## src/rtl/instruction_fetch.sv

```systemverilog
// IF stage: drives PC to instruction memory and registers the fetched word and PC+4 into IF/ID.
// Optional build macro IF_PERF_COUNT_EN adds fetch_count/bubble_count performance counters.
module instruction_fetch #(
   parameter int             n        = 32,
   parameter logic [n-1:0]   RESET_PC = '0
) (
   input  logic          clk,
   input  logic          rst,
   input  logic          freeze,
   input  logic          branch_taken,
   input  logic [n-1:0]  branch_addr,
   output logic [n-1:0]  PC,
   input  logic [n-1:0]  instruction,
   output logic [n-1:0]  if_pc_plus4,
   output logic [n-1:0]  if_instruction,
   output logic          if_valid
`ifdef IF_PERF_COUNT_EN
   ,
   output logic [n-1:0]  fetch_count,
   output logic [n-1:0]  bubble_count
`endif
);

   localparam logic [n-1:0] PC_STEP       = n'(4);
   localparam logic [n-1:0] RESET_PC_WORD = {RESET_PC[n-1:2], 2'b00};

   typedef enum logic {
      BOOT,
      RUN
   } state_t;

   state_t        r_state;
   logic [n-1:0]  r_pc;
   logic [n-1:0]  r_if_pc_plus4;
   logic [n-1:0]  r_if_instruction;
   logic          r_if_valid;

   logic [n-1:0]  w_pc_plus4;
   logic [n-1:0]  w_branch_target;
   logic          w_unused_addr_lsbs;

   // Targets are word aligned; the low address bits are dropped so the PC never leaves a word boundary.
   assign w_pc_plus4         = r_pc + PC_STEP;
   assign w_branch_target    = {branch_addr[n-1:2], 2'b00};
   assign w_unused_addr_lsbs = ^branch_addr[1:0];

   always_ff @(posedge clk) begin
      if (!rst) begin
         r_state          <= BOOT;
         r_pc             <= RESET_PC_WORD;
         r_if_pc_plus4    <= '0;
         r_if_instruction <= '0;
         r_if_valid       <= 1'b0;
      end else begin
         case (r_state)
            BOOT: begin
               // Memory output is not trusted on the first cycle out of reset.
               r_state          <= RUN;
               r_if_pc_plus4    <= '0;
               r_if_instruction <= '0;
               r_if_valid       <= 1'b0;
            end
            RUN: begin
               if (branch_taken) begin
                  r_pc             <= w_branch_target;
                  r_if_pc_plus4    <= '0;
                  r_if_instruction <= '0;
                  r_if_valid       <= 1'b0;
               end else if (!freeze) begin
                  r_pc             <= w_pc_plus4;
                  r_if_pc_plus4    <= w_pc_plus4;
                  r_if_instruction <= instruction;
                  r_if_valid       <= 1'b1;
               end
            end
            default: r_state <= BOOT;
         endcase
      end
   end

   assign PC             = r_pc;
   assign if_pc_plus4    = r_if_pc_plus4;
   assign if_instruction = r_if_instruction;
   assign if_valid       = r_if_valid;

`ifdef IF_PERF_COUNT_EN
   logic [n-1:0] r_fetch_count;
   logic [n-1:0] r_bubble_count;

   always_ff @(posedge clk) begin
      if (!rst) begin
         r_fetch_count  <= '0;
         r_bubble_count <= '0;
      end else if (r_state == BOOT || branch_taken) begin
         r_bubble_count <= r_bubble_count + n'(1);
      end else if (!freeze) begin
         r_fetch_count  <= r_fetch_count + n'(1);
      end
   end

   assign fetch_count  = r_fetch_count;
   assign bubble_count = r_bubble_count;
`endif

endmodule

```

## config.mk

```make
export PLATFORM = sky130hd
export DESIGN_NAME = instruction_fetch
export DESIGN_NICKNAME = d
export VERILOG_FILES = /design/src/rtl/instruction_fetch.sv
export SDC_FILE = /design/constraint.sdc
export NUM_CORES = 1
export LEC_CHECK = 0
export ABC_AREA = 1
export CELL_PAD_IN_SITES_DETAIL_PLACEMENT = 2
export CELL_PAD_IN_SITES_GLOBAL_PLACEMENT = 2
export CORE_MARGIN = 5
export CORE_UTILIZATION = 24
export CTS_CLUSTER_SIZE = 25
export DETAILED_ROUTE_END_ITERATION = 16
export PLACE_DENSITY_LB_ADDON = 0.1
export SYNTH_ARGS = -nofsm -noshare
export SYNTH_HDL_FRONTEND = slang
export SYNTH_SLANG_ARGS = --single-unit
export TNS_END_PERCENT = 100
```

## constraint.sdc

```tcl
create_clock -name clk -period 4.05 [get_ports clk]
set_input_delay 0.81 -clock clk [delete_from_list [all_inputs] [get_ports clk]]
set_output_delay 0.81 -clock clk [all_outputs]
set_load 0.03 [all_outputs]
```

; ---- Word-level counts from Yosys, hierarchy flattened
; Index checks and enable logic that the tools add are counted.
[totals]
out_inout_bits = 97
latch_bits = 0
inputBits = 68
n_memories = 0
mem_bits_rw = 0
register_bits = 98
romBits = 0
word_cells = 21
[classes]
order_cmp = 0
n_eq_ne = 2
n_div = 0
n_addsub = 1
n_bitwise = 1
muxes = 11
shifts = 0
reduce_logical = 1
n_mul = 0
[op_table]
columns = operator, count
row1 = 32-bit two-way mux, 5
row2 = 32-bit one-hot mux with 2 select lines, 2
row3 = "32-bit by 3-bit adder with 32-bit output, second input constant", 1
row4 = 1-bit two-way mux, 3
row5 = "3-bit inequality test, second input constant", 1
row6 = "2-bit by 1-bit inequality test with 1-bit output, second input constant", 1
row7 = 1-bit one-hot mux with 2 select lines, 1
row8 = 2-bit AND reduction, 1
row9 = 1-bit inverter, 1

; ---- Depth between registers and ports, before layout
; Gate-level depths: netlist of the first run.
[depth]
depth_word = 4
mapped_depth = 10
mapped_depth_nobuf = 10

; ---- Least setup slack after synthesis of the first run
; OpenSTA, ideal clock, no wires.
[synth_timing]
kind = reg-to-reg
start = register r_pc[3], in the netlist PC[3]
end = register r_pc[22], in the netlist PC[22]
path_buffers = 0
period_less_slack_ps = 1760
setup_ps = 132
required_time_ps = 3918
slack_ps = 2290
path_stages_with_launch = 9
arrival_time_ps = 1627
path_cell_list = dfxtp_1 -> ha_1 -> nand2_1 -> nor2_4 -> nand2_2 -> nor2_1 -> nand3_1 -> nand3_1 -> a21oi_1
[synth_via]
elab_chain_cells = 3
[synth_rtl]
columns = element, line_no
row1 = start: declaration, 33  ; logic [n-1:0] r_pc;
row2 = start signal: assignment, 65  ; r_pc <= w_branch_target;
row3 = start signal: assignment, 70  ; r_pc <= w_pc_plus4;
row4 = 32-bit by 3-bit adder with 32-bit output, 43  ; assign w_pc_plus4 = r_pc + PC_STEP;
row5 = 32-bit two-way mux, 69  ; end else if (!freeze) begin
row6 = 32-bit two-way mux, 64  ; if (branch_taken) begin
; Every way passes these cells. The select of a mux whose other input is x is not followed.
; A chain may end at the register's enable or synchronous reset.

; ---- Final worst setup path of the first run
[layout_timing]
start = input branch_taken
end = register r_pc[19], in the netlist PC[19]
[layout_via]
elab_chain_cells = 2
[layout_rtl]
columns = element, line_no
row1 = start: declaration, 10  ; input logic branch_taken,
row2 = 2-bit by 1-bit inequality test with 1-bit output (no line), -
row3 = 2-bit AND reduction (no line), -
; Parallel ways exist; a longest one is shown, timed or not.

==> flow_metrics.py, run 1 <==
metrics = {
    "outcome": {
        "status": "finished clean",
    },
    "pwr": {
        "pwr-share-comb": 0.135,
        "power_density_nw_per_um2": 356,
        "finalPower_uw": 2180,
        "clkPwrFrac": 0.410,
        "switchingPower_uw": 598,
        "swShare": 0.274,
        "power_leakage_uw": 0.00206,
        "peakVddDrop_mv": 0.184,
        "p_int_uw": 1590,
        "seqPwrFrac": 0.456,
    },
    "synth": {
        "syn_area_per_cell_um2": 7.30,
        "ys_top_cells_by_area": "dfxtp_1 (47%), nand2_1 (16%), a21oi_1 (12%)",
        "ys_seq_elements": 95,
        "yosysWarnings": 0,
        "yosysTopAreaCellShare": 0.472,
        "syn_inst": 552,
        "ys_seq_area_frac": 0.472,
        "yosysTopAreaCell": "dfxtp_1",
        "netlist_area_um2": 4030,
        "yosysUniqueCellTypes": 30,
    },
    "clocking": {
        "ctsHoldBuffers": 0,
        "worst_skew_pair.late_latency_ns": 0.36,
        "root_buffer": "clkbuf_16",
        "cts_tree": "built",
        "clock_path_buffers": 2,
        "path_clk_slew_ns": 0.07,
        "cts.sinks": 95,
        "post_cts_buffers": 0,
        "cts_buffers": 9,
        "cts_resized": 0,
        "cts_max_level": 3,
    },
    "drt": {
        "viasPerCell": 4.73,
        "detail-route-antenna-nets": 0,
        "drtIter0Drc": 149,
        "avgRoutedWirePerCell_um": 17.5,
        "route.detailed.drc": 0,
        "wirelength_mm": 16.2,
        "vias": 4374,
        "dr.pass1.iters": 4,
    },
    "placed_design": {
        "post_dp_cell_area_um2": 5820,
        "placed_cells": 908,
        "port_buffers": 160,
        "globalplace.congestion": 0.738,
        "dp_hpwl_mm": 11.6,
    },
    "timing": {
        "fmax_ghz": 0.367,
        "finalSetupViolations": 0,
        "finalMaxSlewViolations": 0,
        "skew_ns": 0.0120,
        "setup_tns_ns": 0,
        "hold_violations": 0,
        "period_share": 0.673,
        "slew-limit-headroom": 0.490,
        "tightest_slew_ns": 0.763,
        "rsz0062_at_grt": "false",
        "min_period_ns": 2.73,
    },
    "worst_setup_path": {
        "required_ns": 4.33,
        "reg2reg_slack_ns": 2.03,
        "cp-start-kind": "input port",
        "rr_startpoint": "PC[3]",
        "arrival_ns": 3.01,
        "r2r_end": "if_pc_plus4[20]",
        "critPathCaptureType": "flop",
        "worst_r2r_path_depth": 8,
        "cp_max_fo": 31,
        "path_class": "in -> reg",
    },
    "grt": {
        "grt_pass1_vias": 4900,
        "grt.total_usage": 0.168,
        "grt_overflow": 0,
        "grt_pass1_wl_mm": 26.4,
        "grt_max_degree": 65,
        "antenna_found_initial": 1,
    },
    "die": {
        "row_count": 47,
        "core-area_um2": 16500,
        "start_util": 0.244,
        "ios": 165,
        "die_area_um2": 19500,
        "die_width_um": 140,
        "die_y_um": 140,
    },
    "final_layout": {
        "fin_cells": 924,
        "area_growth_pct": 52.1,
        "drive_above_1_share": 0.0440,
        "fin_area_um2": 6130,
        "diodes": 0,
        "fin_nets": 768,
    },
    "worst_hold_path": {
        "hold_path.class": "reg -> reg",
        "min_from": "if_pc_plus4[23]",
        "whs_endpoint": "if_pc_plus4[23]",
        "hold_depth": 2,
    },
    "run": {
        "maxCapViolations": 0,
    },
}
## area by class of cell
type	instances	area (µm²)
repair buffers	165	1650
clock inverters	6	75.1
flip-flops and latches	95	1900
multi-input cells	402	1900
well taps	220	275
clock buffers	10	229
fillers	1913	10400
inverters	26	97.6
## flip-flops by register name (all words and copies together), names as in the netlist
register        count
if_instruction     32
if_pc_plus4        31
PC                 30
if_valid            1
r_state             1
## worst max-delay path, stage by stage
cell	delay, ns
clkdlybuf4s50_1	0.69
inv_1	0.09
a21oi_1	0.17
inv_2	0.32
nor2_8	0.20
buf_4	0.35
nand3_1	0.21
a21oi_1	0.16
## synthesized netlist by cell type
cell type  instances
nand4_1            3
or2_2              2
nor3b_1            1
xnor2_1            1
buf_4              4
nor2_4             2
buf_6              1
nor2_1            36
nand3b_1           5
o21bai_1           1
buf_2              5
a22oi_1           27
a21o_1             1
conb_1             1
nor2_8             1
o21ai_1            6
nor3_2             1
nand3_1           28
inv_1             24
ha_1               1
dfxtp_1           95
a21oi_1           99
clkbuf_1          20
a31o_2             1
nor3_1             1
nand2_1          176
inv_2              2
o21ai_0            2
a31oi_1            4
nand2_2            1
## stage by stage
stage / hold WS, ns / worst slack, ns / util
floorplan: 0.580 / 2.29 / -
CTS: 0.471 / 1.29 / 0.371
detailed placement: 0.460 / 0.935 / 0.352
finish: 0.469 / 1.32 / 0.371
global placement: 0.443 / 0.989 / 0.352
global route: 0.495 / 1.11 / 0.371
## metal layers
layer  track usage  routed length [µm]
met5             0                  20
met4        0.0490                 203
met3        0.0535                1020
met2         0.307                8480
met1         0.185                6420
## power by group through the flow
stage               Sequential (µW)  Combinational [µW]  Clock [µW]
floorplan                      1060                91.5           0
global placement               1020                 291           0
detailed placement             1020                 298           0
CTS                             996                 300         922
global route                   1000                 318         962
finish                          995                 294         895
## cells by family (layout without fill, tap and decap cells)
| logic type | after synthesis | after routing | synth area share |
|---|---|---|---|
| adder cells (fa/ha/maj) | 1 | 1 | 0.00311 |
| AND/OR/NAND/NOR | 257 | 257 | 0.267 |
| XOR/XNOR | 1 | 1 | 0.00217 |
| flip-flops | 95 | 95 | 0.472 |
| other | 1 | 2 | 0.000931 |
| AO/OA/AOI/OAI | 141 | 141 | 0.195 |
| buffers and inverters | 56 | 207 | 0.0593 |
## cell usage in the layout, fill, tap and decap left out, types with 2 or more instances in the layout
master	n
nand3_1	28
dfxtp_1	95
clkdlybuf4s50_1	160
or2_2	2
a22oi_1	27
nand2_1	176
nand3b_1	5
nand4_1	3
clkbuf_16	9
a31oi_1	4
inv_2	3
o21ai_1	6
buf_4	4
nor2_1	36
inv_6	2
conb_1	2
nor2_4	2
o21ai_0	2
a21oi_1	99
inv_1	23
## worst max path at each step
stage	slack [ns]	to	start	cells past startpoint
2_1_floorplan	2.29	PC[22]	PC[3]	8
3_3_place_gp	0.99	if_pc_plus4[19]	branch_taken	8
3_5_place_dp	0.93	PC[19]	branch_taken	8
4_1_cts	1.29	PC[19]	branch_taken	8
5_1_grt	1.11	PC[19]	branch_taken	8
6_report	1.32	PC[19]	branch_taken	8
(Power assumes the default switching activity.)
==> inputs of run 2 (changes only) <==
--- a/config.mk
+++ b/config.mk
@@ -9,7 +9,7 @@
 export CELL_PAD_IN_SITES_DETAIL_PLACEMENT = 2
 export CELL_PAD_IN_SITES_GLOBAL_PLACEMENT = 2
 export CORE_MARGIN = 5
-export CORE_UTILIZATION = 24
+export CORE_UTILIZATION = 20
 export CTS_CLUSTER_SIZE = 25
 export DETAILED_ROUTE_END_ITERATION = 16
 export PLACE_DENSITY_LB_ADDON = 0.1
==> constraint.sdc (replaced) <==
create_clock -name clk -period 2.3 [get_ports clk]
set_input_delay 0.46 -clock clk [delete_from_list [all_inputs] [get_ports clk]]
set_output_delay 0.46 -clock clk [all_outputs]
set_load 0.03 [all_outputs]
==> run 2 against run 1 <==
First-iteration DRC count shrank 24%. Combinational power up 84%. Die area up 19%. Register-to-register slack worse by 1.7 ns. Clock skew shrank 0.0014 ns.
==> flow_metrics.py, run 2 (synthesis gave the netlist of run 1 again) <==
metrics = {
    "outcome": {
        "status": "finished clean",
    },
    "final_layout": {
        "multi_input_area_um2": 1900,
        "diodes": 0,
        "drive_above_1_share": 0.0601,
        "layout_commonest_cell": "nand2_1",
        "fillCellCount": 2364,
        "fin_nets": 779,
        "final_core_util": 0.314,
        "layout_common_cells": "nand2_1 (176), clkdlybuf4s50_1 (160), a21oi_1 (99), dfxtp_1 (95), nor2_1 (36)",
        "seqCellArea_um2": 1900,
        "area_growth_pct": 56.3,
        "largest_reg_flops": 32,
    },
    "timing": {
        "rsz0062_at_grt": "false",
        "setup_tns_ns": 0,
        "finalMaxSlewViolations": 0,
        "hold_violations": 0,
        "finalSetupViolations": 0,
        "min_period_ns": 2.02,
        "fmax_ghz": 0.494,
        "skew_ns": 0.0106,
        "period_share": 0.879,
    },
    "worst_setup_path": {
        "arrival_ns": 1.56,
        "cp-start-kind": "flop",
        "path_buf_inv": 1,
        "required_ns": 1.84,
        "crit_family": "buffers and inverters",
        "cpMaxStageDelayCell": "clkdlybuf4s50_1",
        "path_class": "reg -> out",
        "critPathCaptureType": "output port",
        "crit_path_cell_trace": "clkdlybuf4s50_1",
        "cp_max_fo": 8,
        "crit_path_max_incr_delay_ns": 0.74,
    },
    "drt": {
        "viasPerCell": 4.46,
        "wirelength_mm": 16.8,
        "detail-route-antenna-nets": 0,
        "avgRoutedWirePerCell_um": 17.1,
        "drtIter0Drc": 113,
        "vias": 4395,
        "dr.pass1.iters": 4,
        "route.detailed.drc": 0,
    },
    "pwr": {
        "clkPwrFrac": 0.399,
        "p_int_uw": 2750,
        "switchingPower_uw": 1060,
        "seqPwrFrac": 0.459,
        "finalPower_uw": 3810,
        "power_leakage_uw": 0.00212,
        "pwr-share-comb": 0.142,
        "swShare": 0.278,
        "peakVddDrop_mv": 0.315,
        "power_density_nw_per_um2": 604,
    },
    "clocking": {
        "path_clk_slew_ns": 0.07,
        "cts.sinks": 95,
        "worst_skew_pair.late_latency_ns": 0.35,
        "ctsHoldBuffers": 0,
        "cts_max_level": 3,
        "clock_path_buffers": 2,
        "cts_buffers": 9,
        "cts_resized": 0,
        "post_cts_buffers": 0,
        "cts_tree": "built",
        "root_buffer": "clkbuf_16",
    },
    "die": {
        "die_y_um": 152,
        "ios": 165,
        "core-area_um2": 20000,
        "die_width_um": 152,
        "die_area_um2": 23100,
        "start_util": 0.201,
        "row_count": 52,
    },
    "grt": {
        "grt.total_usage": 0.144,
        "grt_pass1_vias": 4949,
        "grt_max_degree": 60,
        "antenna_found_initial": 0,
        "grt_overflow": 0,
        "grt_pass1_wl_mm": 27.1,
    },
    "worst_hold_path": {
        "hold_path.class": "reg -> reg",
    },
    "placed_design": {
        "dp_hpwl_mm": 12.4,
        "globalplace.congestion": 0.734,
        "port_buffers": 160,
    },
    "run": {
        "maxCapViolations": 0,
    },
}
## run 2: changes by cell type in the layout (fill, tap and decap cells not counted)
cell       change
buf_12         +3
buf_4          +8
bufinv_16      -1
clkbuf_1       -1
clkbuf_8       +2
clkinv_2       +1
inv_8          -1
## run 2: final cells by class
type	instances	area share
Clock buffer	11	0.0401
Sequential cell	95	0.302
Timing Repair Buffer	176	0.281
Inverter	26	0.0155
Tap cell	270	0.0536
Multi-Input combinational cell	402	0.301
Clock inverter	5	0.00616
## run 2: metrics by stage
| stage | std cells | worst slack [ns] | hold slack, ns | area (µm²) |
|---|---|---|---|---|
| 2_1_floorplan | 553 | 0.540 | 0.488 | 4030 |
| 3_3_place_gp | 969 | 0.288 | 0.441 | 6010 |
| 3_5_place_dp | 969 | 0.248 | 0.461 | 6010 |
| 4_1_cts | 985 | 0.258 | 0.472 | 6300 |
| 5_1_grt | 985 | 0.130 | 0.489 | 6300 |
| 6_report | 985 | 0.278 | 0.467 | 6300 |
## run 2: routing by layer
metal / up-vias / global-route usage / wire length, µm
met5: - / 0 / 0
met4: 0 / 0.0398 / 188
met3: 10 / 0.0546 / 1260
met2: 100 / 0.257 / 8570
met1: 2140 / 0.162 / 6830
li1: 2145 / - / -
## run 2: power by group through the flow
stage | clock (µW) | combinational, µW | sequential [µW]
6_report | 1520 | 540 | 1750
3_3_place_gp | 0 | 542 | 1780
3_5_place_dp | 0 | 552 | 1790
4_1_cts | 1580 | 554 | 1750
5_1_grt | 1640 | 584 | 1760
2_1_floorplan | 0 | 161 | 1870
## run 2: path summary, 6_finish.rpt
path / from / depth (start not counted) / slack (ns) / endpoint
min: if_instruction[24] / 2 / 0.47 / if_instruction[24]
min reg2reg: if_instruction[24] / 2 / 0.47 / if_instruction[24]
max: PC[6] / 1 / 0.28 / PC[6]
max reg2reg: PC[6] / 7 / 0.31 / PC[20]
